File: config.mk
export PLATFORM = sky130hd
export DESIGN_NAME = noc_endpoint
export DESIGN_NICKNAME = d
export VERILOG_FILES = /design/src/rtl/noc_pkg.sv /design/src/rtl/noc_fifo.sv /design/src/rtl/noc_endpoint.sv
export SDC_FILE = /design/constraint.sdc
export NUM_CORES = 1
export LEC_CHECK = 0
export CELL_PAD_IN_SITES_DETAIL_PLACEMENT = 1
export CELL_PAD_IN_SITES_GLOBAL_PLACEMENT = 2
export CORE_AREA = 4 4 115 117
export CTS_BUF_LIST = sky130_fd_sc_hd__clkbuf_4 sky130_fd_sc_hd__clkbuf_8 sky130_fd_sc_hd__clkbuf_16
export CTS_CLUSTER_SIZE = 8
export DETAILED_ROUTE_END_ITERATION = 7
export DIE_AREA = 0 0 119 121
export HOLD_SLACK_MARGIN = 0.15
export MAX_ROUTING_LAYER = met4
export PLACE_DENSITY_LB_ADDON = 0.1
export REMOVE_ABC_BUFFERS = 1
export SLEW_MARGIN = 40
export SYNTH_ARGS = -nofsm -noshare
export SYNTH_HDL_FRONTEND = slang
export SYNTH_SLANG_ARGS = --single-unit
File: constraint.sdc
create_clock -name clk -period 2.8 [get_ports clk]
set_clock_uncertainty 0.05 [all_clocks]
set_input_delay 0.56 -clock clk [delete_from_list [all_inputs] [get_ports clk]]
set_output_delay 0.56 -clock clk [all_outputs]
set_load 0.05 [all_outputs]
File: src/rtl/noc_pkg.sv
// Shared flit format for the NoC endpoint and router.
// Defines the flit layout, field positions and a flit builder.
package noc_pkg;

    localparam int FLIT_W = 16;

    // Field positions inside a flit, shared with router routing logic.
    localparam int PAYLOAD_LSB = 8;
    localparam int DEST_X_LSB  = 4;
    localparam int DEST_Y_LSB  = 0;
    localparam int COORD_W     = 4;
    localparam int PAYLOAD_W   = 8;

    typedef struct packed {
        logic [7:0] payload;
        logic [3:0] dest_x;
        logic [3:0] dest_y;
    } flit_t;

    function automatic flit_t make_flit(
        input logic [7:0] payload,
        input logic [3:0] dest_x,
        input logic [3:0] dest_y
    );
        flit_t f;
        f.payload = payload;
        f.dest_x  = dest_x;
        f.dest_y  = dest_y;
        return f;
    endfunction

endpackage

File: src/rtl/noc_fifo.sv
// First-word-fall-through FIFO with wrap-bit pointers.
// Ports: clk, rst, wr_en/wr_data, rd_en/rd_data, full, empty.
// A write while full is accepted only if a pop happens the same cycle.
module noc_fifo #(
    parameter int DEPTH = 4,
    parameter int WIDTH = 16
) (
    input  logic             clk,
    input  logic             rst,
    input  logic             wr_en,
    input  logic [WIDTH-1:0] wr_data,
    input  logic             rd_en,
    output logic [WIDTH-1:0] rd_data,
    output logic             full,
    output logic             empty
);

    localparam int AW = $clog2(DEPTH);
    localparam logic [AW:0] PTR_ONE = 1;

    logic [WIDTH-1:0] mem [DEPTH];
    logic [AW:0]      wr_ptr;
    logic [AW:0]      rd_ptr;
    logic             rd_ok;
    logic             wr_ok;

    assign empty = (wr_ptr == rd_ptr);
    assign full  = (wr_ptr[AW] != rd_ptr[AW]) &&
                   (wr_ptr[AW-1:0] == rd_ptr[AW-1:0]);

    assign rd_ok = rd_en && !empty;
    // Full plus a simultaneous pop frees the slot being written.
    assign wr_ok = wr_en && (!full || rd_ok);

    assign rd_data = mem[rd_ptr[AW-1:0]];

    always_ff @(posedge clk) begin
        if (rst) begin
            wr_ptr <= '0;
            rd_ptr <= '0;
            for (int i = 0; i < DEPTH; i++) begin
                mem[i] <= '0;
            end
        end else begin
            if (wr_ok) begin
                mem[wr_ptr[AW-1:0]] <= wr_data;
                wr_ptr              <= wr_ptr + PTR_ONE;
            end
            if (rd_ok) begin
                rd_ptr <= rd_ptr + PTR_ONE;
            end
        end
    end

endmodule

File: src/rtl/noc_endpoint.sv
// NoC local endpoint: credit-based TX injection and buffered RX ejection.
// Ports: host tx_* / rx_*, router link data_o/enable_o/credit_i and
// data_i/valid_i/credit_o, sticky err_overflow/err_misroute/err_credit.
module noc_endpoint
    import noc_pkg::*;
#(
    parameter logic [3:0] XCOORD     = 4'd0,
    parameter logic [3:0] YCOORD     = 4'd0,
    parameter int         TX_CREDITS = 4,
    parameter int         RX_DEPTH   = 4
) (
    input  logic              clk,
    input  logic              rst,
    input  logic              tx_valid,
    output logic              tx_ready,
    input  logic [3:0]        tx_dest_x,
    input  logic [3:0]        tx_dest_y,
    input  logic [7:0]        tx_payload,
    output logic [FLIT_W-1:0] data_o,
    output logic              enable_o,
    input  logic              credit_i,
    input  logic [FLIT_W-1:0] data_i,
    input  logic              valid_i,
    output logic              credit_o,
    output logic              rx_valid,
    output logic [FLIT_W-1:0] rx_data,
    input  logic              rx_ready,
    output logic              err_overflow,
    output logic              err_misroute,
    output logic              err_credit
);

    localparam int            CW       = $clog2(TX_CREDITS + 1);
    localparam logic [CW-1:0] CRED_MAX = CW'(TX_CREDITS);
    localparam logic [CW-1:0] CRED_ONE = 1;

    logic [CW-1:0] credit_cnt;
    logic          accept;
    logic          pop;
    logic          rx_full;
    logic          rx_empty;
    flit_t         tx_flit;
    flit_t         rx_flit;

    // TX credit counter
    assign tx_ready = (credit_cnt != '0);
    assign accept   = tx_valid & tx_ready;
    assign tx_flit  = make_flit(tx_payload, tx_dest_x, tx_dest_y);

    always_ff @(posedge clk) begin
        if (rst) begin
            credit_cnt <= CRED_MAX;
        end else if (accept && !credit_i) begin
            credit_cnt <= credit_cnt - CRED_ONE;
        end else if (!accept && credit_i && credit_cnt != CRED_MAX) begin
            credit_cnt <= credit_cnt + CRED_ONE;
        end
    end

    // A credit with nothing outstanding means the link lost sync.
    always_ff @(posedge clk) begin
        if (rst) begin
            err_credit <= 1'b0;
        end else if (credit_i && !accept && credit_cnt == CRED_MAX) begin
            err_credit <= 1'b1;
        end
    end

    // TX output register; data_o holds its last flit while idle.
    always_ff @(posedge clk) begin
        if (rst) begin
            data_o   <= '0;
            enable_o <= 1'b0;
        end else begin
            enable_o <= accept;
            if (accept) begin
                data_o <= tx_flit;
            end
        end
    end

    // RX buffer
    noc_fifo #(
        .DEPTH (RX_DEPTH),
        .WIDTH (FLIT_W)
    ) u_rx_fifo (
        .clk     (clk),
        .rst     (rst),
        .wr_en   (valid_i),
        .wr_data (data_i),
        .rd_en   (rx_ready),
        .rd_data (rx_data),
        .full    (rx_full),
        .empty   (rx_empty)
    );

    assign rx_valid = !rx_empty;
    assign pop      = rx_valid & rx_ready;
    assign rx_flit  = data_i;

    always_ff @(posedge clk) begin
        if (rst) begin
            credit_o     <= 1'b0;
            err_overflow <= 1'b0;
            err_misroute <= 1'b0;
        end else begin
            credit_o <= pop;
            if (valid_i && rx_full && !pop) begin
                err_overflow <= 1'b1;
            end
            if (valid_i &&
                (rx_flit.dest_x != XCOORD || rx_flit.dest_y != YCOORD)) begin
                err_misroute <= 1'b1;
            end
        end
    end

endmodule

# --- Word-level counts from Yosys, hierarchy flattened ---
# Memories as Yosys holds them, arrays and structs flattened. A register that Yosys moved wholly into a read port is not among the register bits.
# Cells that the tools add are included.
# W data, S select, Z words.
word_totals:
  regBits: 30
  latchBits: 0
  ram_bits: 64
  mem_bits_ro: 0
  in_bits: 38
  word_cells: 55
  memories: 1
op_classes:
  addsub: 4
  n_mul: 0
  div_mod_pow: 0
  magnitude_cmp: 0
  n_eq_ne: 5
  n_shift: 0
  n_mux: 12
  bitwise: 2
  n_reduce_logical: 22
mem_list:
  columns: ["memory", "words", "width", "read_ports", "rd_clocked_by_memory_dff", "write_ports", "line_no", "source"]
  rows:
  - ["u_rx_fifo.mem", 4, 16, 1, 1, 4, "noc_fifo.sv:21", "logic [WIDTH-1:0] mem [DEPTH];"]
op_table:
  columns: ["op", "count"]
  rows:
  - ["$mux W16", 1]
  - ["$reduce_or A16 Y1", 1]
  - ["$logic_and A1 B1 Y1", 10]
  - ["$add A3 B1 Y3 const B", 3]
  - ["$reduce_bool A4 Y1", 2]
  - ["$mux W1", 6]
  - ["$mux W2", 3]
  - ["$mux W3", 2]
  - ["$logic_not A1 Y1", 5]
  - ["$eq A3 B3 Y1", 1]
  - ["$eq A3 B3 Y1 const B", 1]
  - ["$ne A3 B3 Y1 const B", 1]
  - ["$reduce_bool A3 Y1", 1]
  - ["$sub A3 B1 Y3 const B", 1]
  - ["$and A1 B1 Y1", 2]
  - ["$eq A2 B2 Y1", 1]
  - ["$logic_or A1 B1 Y1", 2]
  - ["$reduce_bool A2 Y1", 1]
  - ["$ne A1 B1 Y1", 1]

# --- Depth between registers and ports, before layout ---
# Gate-level depths: netlist (run 1).
logic_depth:
  word_depth: 10
  mapped_depth: 9
  depth_no_buf: 8

# --- By module ---
# Synthesis (run 1) repeated with hierarchy kept, for this count alone.
unflattened:
  cells_unflattened: 353
  hier_area_um2: 4252.8
modules_own_cells:
  columns: ["module", "n_inst", "cells_each", "area_per_inst_um2", "seq_area_each_um2"]
  rows:
  - ["noc_fifo", 1, 233, 3255.6, 2082.0]
  - ["noc_endpoint", 1, 120, 997.2, 480.5]

# --- Worst setup path before layout (run 1) ---
# Ideal clock, no wire load.
synth_timing:
  kind: "reg-to-reg"
  start: "register credit_cnt[2]"
  end: "register credit_cnt[2]"
  t_arrival_ns: 2.265
  t_required_ns: 2.622
  slack_ns: 0.357
  stages_incl_launch_ff: 10
  n_path_buf: 1
  period_less_slack_ns: 2.443
  path_cell_list: "dfxtp_1 or3_1 and2_1 clkbuf_1 nand2b_1 fa_1 nor3b_1 nor2_1 a211oi_1 o21ai_0"
synth_between:
  elab_chain_cells: 6
synth_rtl:
  columns: ["item", "line_no", "source"]
  rows:
  - ["start: declaration", "noc_endpoint.sv:37", "logic [CW-1:0] credit_cnt;"]
  - ["start signal: assignment", "noc_endpoint.sv:54", "credit_cnt <= credit_cnt - CRED_ONE;"]
  - ["start signal: assignment", "noc_endpoint.sv:56", "credit_cnt <= credit_cnt + CRED_ONE;"]
  - ["$reduce_bool A3 Y1 *", "noc_endpoint.sv:46", "assign tx_ready = (credit_cnt != '0);"]
  - ["net tx_ready", "noc_endpoint.sv:15", "output logic tx_ready,"]
  - ["$and A1 B1 Y1 *", "noc_endpoint.sv:47", "assign accept = tx_valid & tx_ready;"]
  - ["$logic_not A1 Y1", "noc_endpoint.sv:55", "end else if (!accept && credit_i && credit_cnt != CRED_MAX) begin"]
  - ["$logic_and A1 B1 Y1 (2 in series)", "noc_endpoint.sv:55", null]
  - ["$reduce_bool A2 Y1 (no line)", null, null]
# Mark *: on every way through the listed nets, which the timed path passes. The rest lies on a longest branch. The select of a mux whose other input is x is not followed.
# A chain may end at the register's enable or synchronous reset.

# --- Final worst setup path (run 1) ---
layout_timing:
  start: "register credit_cnt[2]"
  end: "output tx_ready"
layout_between:
  elab_chain_cells: 1
layout_rtl:
  columns: ["item", "line_no"]
  rows:
  - ["$reduce_bool A3 Y1", "noc_endpoint.sv:46"]
  - ["end: declaration", "noc_endpoint.sv:15"]
# Every way passes these cells.

==> summary.md, run 1 <==
| Metric | Value |
|---|---|
| Ant. Diodes | `0` |
| Unrepaired setup endpoints after global routing | `no` |
| DP HPWL | `6370 µm` |
| Rows | `41` |
| CP Capture Type | `output port` |
| Worst Path Arrival | `1.85 ns` |
| Achievable frequency | `406 MHz` |
| Ys async rst share | `0%` |
| # placed instances | `564` |
| Vias in the first global route | `2983` |
| Largest net degree at the start of global routing | `36` |
| Avg Cell Area, Syn | `13.1 µm²` |
| Post-synth EDFFs | `64` |
| Final min period | `2.46 ns` |
| Worst Tran Pin Value | `0.703 ns` |
| Cts bufs inserted | `9` |
| Final antenna-violating net count | `0` |
| Period utilisation layout | `88.0%` |
| Setup TNS | `0 ns` |
| Post-Syn Area | `4210 µm²` |
| CTS max path bufs | `2` |
| Final slew viol count | `0` |
| Hold Crit Class | `reg -> reg` |
| Initial antenna violation count | `0` |
| Chip Height | `121 µm` |
| Die area | `14400 µm²` |
| Worst vdd ir | `0.304 mV` |
| Post-synthesis sequential element count | `96` |
| I/O Pins | `77` |
| P_int | `2.74 mW` |
| Clk slew on worst S/H paths | `0.07 ns` |
| Startpoint Class | `register` |
| TritonRoute pass-1 iters | `4` |
| DR WL/cell | `16.9 µm` |
| Final cell count without fillers | `580` |
| Share of cells above drive strength 1 | `17.9%` |
| Syn Inst Count | `320` |
| Vias | `2693` |
| Die W | `119 µm` |
| PortBufs | `76` |
| Commonest cells after routing, fill and taps aside | `and2_1, edfxtp_1, clkdlybuf4s50_1` |
| Total Routing Usage GR | `15.0%` |
| Clock sink count | `96` |
| Net Sw Power | `1.20 mW` |
| GRT Residual Overflow | `0` |
| Switching fraction of total power | `30.5%` |
| Worst-path fanout max | `5` |
| Clock Latency Late Sink | `0.35 ns` |
| P_leak | `2.03 nW` |
| Post-CTS Hold Buffers | `0` |
| WL final | `9790 µm` |
| Ys flop type | `edfxtp_1` |
| Number of DRC markers in iteration 0 | `95` |
| TritonCTS clock tree | `yes` |
| # nets final | `444` |
| Sequential area share after synthesis | `60.9%` |
| H-tree Lvls | `3` |
| Kind of critical path | `reg -> out` |
| Commonest non-fill, non-tap cell in the layout | `and2_1` |
| Syn-to-layout area delta | `30.1%` |
| Via-per-instance ratio | `4.64` |
| Core Area | `12400 µm²` |
| Fill cell count | `1318` |
| Outcome | `completed` |
| Gates resized, CTS repair | `0` |
| First-pass GRT wire length | `15900 µm` |
| Setup Fix Bufs, Post-CTS | `0` |
| Initial Util | `34.0%` |
| Setup violators final | `0` |
| Distinct cells, synth | `40` |
| Hold Vio Cnt, Final | `0` |
| Root buf cell | `clkbuf_16` |
| Slew margin rel. | `52.7%` |
| Comb pwr share | `25.5%` |
| Placer Congestion | `0.736` |
| PD cells | `722 nW/µm²` |
| DRC Markers | `0` |
| Yosys warns | `0` |
| # Max-Cap Violations | `0` |
| Crit path required time | `2.19 ns` |
| Sequential power share | `42.4%` |
| Clock power frac | `32.1%` |
layout make-up:
class	count	area [µm²]	area share, %
Inverter	3	11.3	0.206
Clock inverter	3	20.0	0.366
Sequential cell	96	2560	46.9
Clock buffer	13	297	5.42
Tap cell	172	215	3.94
Multi-Input combinational cell	202	1520	27.8
Timing Repair Buffer	91	843	15.4
final timing paths:
| path | slack (ns) | cells after the start | start | end |
|---|---|---|---|---|
| worst max-delay path | 0.34 | 2 | credit_cnt[2] | tx_ready |
| worst min-delay path | 0.41 | 2 | data_o[5] | data_o[5] |
| worst max register to register | 0.67 | 4 | u_rx_fifo.wr_ptr[0] | u_rx_fifo.mem[0][9] |
| worst min register to register | 0.41 | 2 | data_o[5] | data_o[5] |
flip-flops by register name, summed over array words and instances (netlist names), named ones only:
name	cells
credit_o	1
u_rx_fifo.mem	64
enable_o	1
credit_cnt	3
u_rx_fifo.wr_ptr	3
err_credit	1
u_rx_fifo.rd_ptr	3
err_misroute	1
data_o	16
err_overflow	1
critical path, stage by stage (launching register included):
cell             delay, ns
dfxtp_1               0.36
or3_1                 0.42
clkdlybuf4s50_1       0.73
cell usage after synthesis, types with 3 or more instances:
cell | instances | area (µm²)
and2_1 | 65 | 407
edfxtp_1 | 64 | 1920
nand2_1 | 37 | 139
dfxtp_1 | 32 | 641
a21oi_1 | 19 | 95.1
nor2_1 | 17 | 63.8
mux4_2 | 16 | 360
clkbuf_1 | 9 | 33.8
xor2_1 | 7 | 61.3
buf_2 | 5 | 25.0
buf_6 | 4 | 45.0
xnor2_1 | 4 | 35.0
inv_1 | 3 | 11.3
nor3b_1 | 3 | 22.5
logic make-up (layout without fill, tap and decap cells):
logic type                 count (synthesis)  count (layout)  share of synthesized area [%]
xor gates and xnor gates                  12              12                           2.68
muxes                                     18              18                           9.05
adders and majority gates                  3               3                           1.07
and+or+nand+nor                          137             137                           17.9
DFF                                       96              96                           60.9
AOI/OAI and AO/OA                         32              32                           5.47
buffers and inverters                     22             110                           2.92
routing by layer:
layer	part of all wire, %	routed length (µm)	up-vias	global-route usage [%]
met5	0	0	-	-
met1	43	4180	1337	17.0
met4	1.9	187	0	6.30
li1	-	-	1292	-
met3	4.5	436	12	4.01
met2	51	4980	52	25.3
per-stage QoR:
stage	total power [mW]	utilization (%)	hold slack, ns	setup WS (ns)	instance area (µm²)
CTS	4.03	44.2	0.410	0.303	5470
global route	4.13	44.2	0.427	0.262	5470
global placement	2.72	41.7	0.393	0.212	5150
floorplan	2.37	-	0.434	0.276	4090
finish	3.95	44.2	0.409	0.337	5470
detailed placement	2.73	41.7	0.403	0.151	5150
power by group through the flow:
stage | clock [mW] | sequential (mW) | combinational, mW
after floorplan | 0 | 1.81 | 0.559
after global placement | 0 | 1.70 | 1.01
after detailed placement | 0 | 1.71 | 1.02
after CTS | 1.32 | 1.68 | 1.03
after global routing | 1.36 | 1.69 | 1.08
final | 1.27 | 1.68 | 1.01
Note: power is estimated with default switching activity, not from simulation.
==> inputs of run 2 (changes only) <==
==> constraint.sdc (replaced) <==
create_clock -name clk -period 2.8 [get_ports clk]
set_clock_uncertainty 0.05 [all_clocks]
set_input_delay 0.7 -clock clk [delete_from_list [all_inputs] [get_ports clk]]
set_output_delay 0.7 -clock clk [all_outputs]
set_load 0.05 [all_outputs]
==> summary.md, run 2 (synthesized netlist as in run 1, its figures left out) <==
| Metric | Value |
|---|---|
| Root buf cell | `clkbuf_16 (unchanged)` |
| Chip Height | `121 µm (unchanged)` |
| Vias in the first global route | `2918 (was 2983)` |
| Clock sink count | `96 (unchanged)` |
| P_leak | `2.05 nW (was 2.03 nW)` |
| Hold Crit Class | `reg -> reg (unchanged)` |
| WHS | `0.409 ns (about the same)` |
| CTS max path bufs | `2 (unchanged)` |
| Vias | `2683 (was 2693)` |
| Commonest non-fill, non-tap cell in the layout | `and2_1 (unchanged)` |
| Commonest cells after routing, fill and taps aside | `and2_1, edfxtp_1, clkdlybuf4s50_1 (unchanged)` |
| Final slew viol count | `0 (unchanged)` |
| DR WL/cell | `16.5 µm (was 16.9 µm)` |
| DP HPWL | `6500 µm (was 6370 µm)` |
| DRC Markers | `0 (unchanged)` |
| Total power | `4.07 mW (was 3.95 mW)` |
| Worst path slowest cell | `clkdlybuf4s50_1 (unchanged)` |
| Register bank with the most flops | `u_rx_fifo.mem (unchanged)` |
| Crit path required time | `2.05 ns (was 2.19 ns)` |
| Initial antenna violation count | `0 (unchanged)` |
| TritonRoute pass-1 iters | `4 (unchanged)` |
| PD cells | `737 nW/µm² (was 722 nW/µm²)` |
| Cell family with most CP delay | `buffers and inverters (unchanged)` |
| CP Capture Type | `output port (unchanged)` |
| Syn-to-layout area delta | `31.1% (was 30.1%)` |
| Core Area | `12400 µm² (unchanged)` |
| Outcome | `completed (unchanged)` |
| CP max stage delay | `0.72 ns (was 0.73 ns)` |
| Hold Vio Cnt, Final | `0 (unchanged)` |
| Top Registers | `u_rx_fifo.mem (64), data_o (16) (unchanged)` |
| I/O Pins | `77 (unchanged)` |
| Final Cell Area | `5510 µm² (was 5470 µm²)` |
| WL final | `9580 µm (was 9790 µm)` |
| Total Routing Usage GR | `14.8% (was 15.0%)` |
| Placer Congestion | `0.716 (was 0.736)` |
| Worst Tran Pin Value | `0.594 ns (was 0.703 ns)` |
| Slew margin rel. | `60.3% (was 52.7%)` |
| Cts bufs inserted | `9 (unchanged)` |
| Setup violators final | `0 (unchanged)` |
| Clock Latency Late Sink | `0.34 ns (was 0.35 ns)` |
| Rows | `41 (unchanged)` |
| Final WS setup | `0.209 ns (was 0.337 ns)` |
| Startpoint Class | `register (unchanged)` |
| Placement Setup Slack | `0.161 ns (was 0.151 ns)` |
| Worst Path Arrival | `1.84 ns (was 1.85 ns)` |
| Clk slew on worst S/H paths | `0.06 ns (was 0.07 ns)` |
| Unrepaired setup endpoints after global routing | `no (unchanged)` |
| Achievable frequency | `386 MHz (was 406 MHz)` |
| CP cell instances | `or3_1, clkdlybuf4s50_1 (unchanged)` |
| Worst-path fanout max | `5 (unchanged)` |
| First-pass GRT wire length | `15800 µm (was 15900 µm)` |
| Setup TNS | `0 ns (unchanged)` |
| Final min period | `2.59 ns (was 2.46 ns)` |
| PortBufs | `76 (unchanged)` |
| # nets final | `446 (was 444)` |
| H-tree Lvls | `3 (unchanged)` |
| Fill cell count | `1308 (was 1318)` |
| Max reg flops | `64 (unchanged)` |
| Worst vdd ir | `0.259 mV (was 0.304 mV)` |
| Largest net degree at the start of global routing | `36 (unchanged)` |
| Final cell count without fillers | `581 (was 580)` |
| GRT Residual Overflow | `0 (unchanged)` |
| Final antenna-violating net count | `0 (unchanged)` |
| Kind of critical path | `reg -> out (unchanged)` |
| Post-DP Area | `5180 µm² (was 5150 µm²)` |
| # Max-Cap Violations | `0 (unchanged)` |
| Post-CTS Hold Buffers | `0 (unchanged)` |
| Setup Fix Bufs, Post-CTS | `0 (unchanged)` |
| # placed instances | `566 (was 564)` |
| Die area | `14400 µm² (unchanged)` |
| Core Util, Final | `44.6% (was 44.2%)` |
| Initial Util | `34.0% (unchanged)` |
| Share of cells above drive strength 1 | `17.8% (was 17.9%)` |
| Number of DRC markers in iteration 0 | `111 (was 95)` |
| Period utilisation layout | `92.5% (was 88.0%)` |
| Ant. Diodes | `0 (unchanged)` |
| Gates resized, CTS repair | `0 (unchanged)` |
| Area occupied by multi-input gates | `1520 µm² (unchanged)` |
| CP Buf/Inv Count | `1 (unchanged)` |
| TritonCTS clock tree | `yes (unchanged)` |
| Die W | `119 µm (unchanged)` |
| Seq. cell area | `2560 µm² (unchanged)` |
| Via-per-instance ratio | `4.62 (was 4.64)` |
run 2: cell count changes in the layout (fill, tap and decap cells not counted), sizes merged:
| cell | before | now |
|---|---|---|
| bufinv | 0 | 3 |
| buf | 32 | 34 |
| clkbuf | 13 | 11 |
| clkinvlp | 2 | 0 |
run 2: path summary, 6_finish.rpt:
kind	startpoint	end	slack, ns	cells past startpoint
setup reg to reg	credit_cnt[2]	credit_cnt[1]	0.69	7
hold reg to reg	data_o[12]	data_o[12]	0.41	2
setup / recovery	credit_cnt[2]	tx_ready	0.21	2
hold / removal	data_o[12]	data_o[12]	0.41	2
run 2: per-layer routing:
layer | routed length [µm] | part of all wire [%] | vias up | GRT usage [%]
li1 | - | - | 1295 | -
met4 | 184 | 1.9 | 0 | 6.30
met2 | 4740 | 49 | 52 | 24.2
met3 | 391 | 4.1 | 13 | 3.73
met1 | 4260 | 45 | 1323 | 17.4
met5 | 0 | 0 | - | -
run 2: power breakdown:
part           internal, mW  switching [mW]  total, mW  leakage, nW
Sequential             1.62          0.0539       1.67        0.928
Clock                 0.885           0.498       1.38        0.164
Combinational         0.386           0.621       1.01        0.962
run 2: final cells by class:
type | instances | share of cell area [%]
Clock buffer | 11 | 4.36
Clock inverter | 4 | 1.70
Inverter | 3 | 0.204
Multi-Input combinational cell | 202 | 27.6
Sequential cell | 96 | 46.5
Tap cell | 172 | 3.90
Timing Repair Buffer | 93 | 15.8
run 2: tightest hold or removal path, cell delays in order, from the launching register on:
cell     delay (ns)
dfxtp_1        0.31
nand2_1        0.05
a21oi_1        0.05
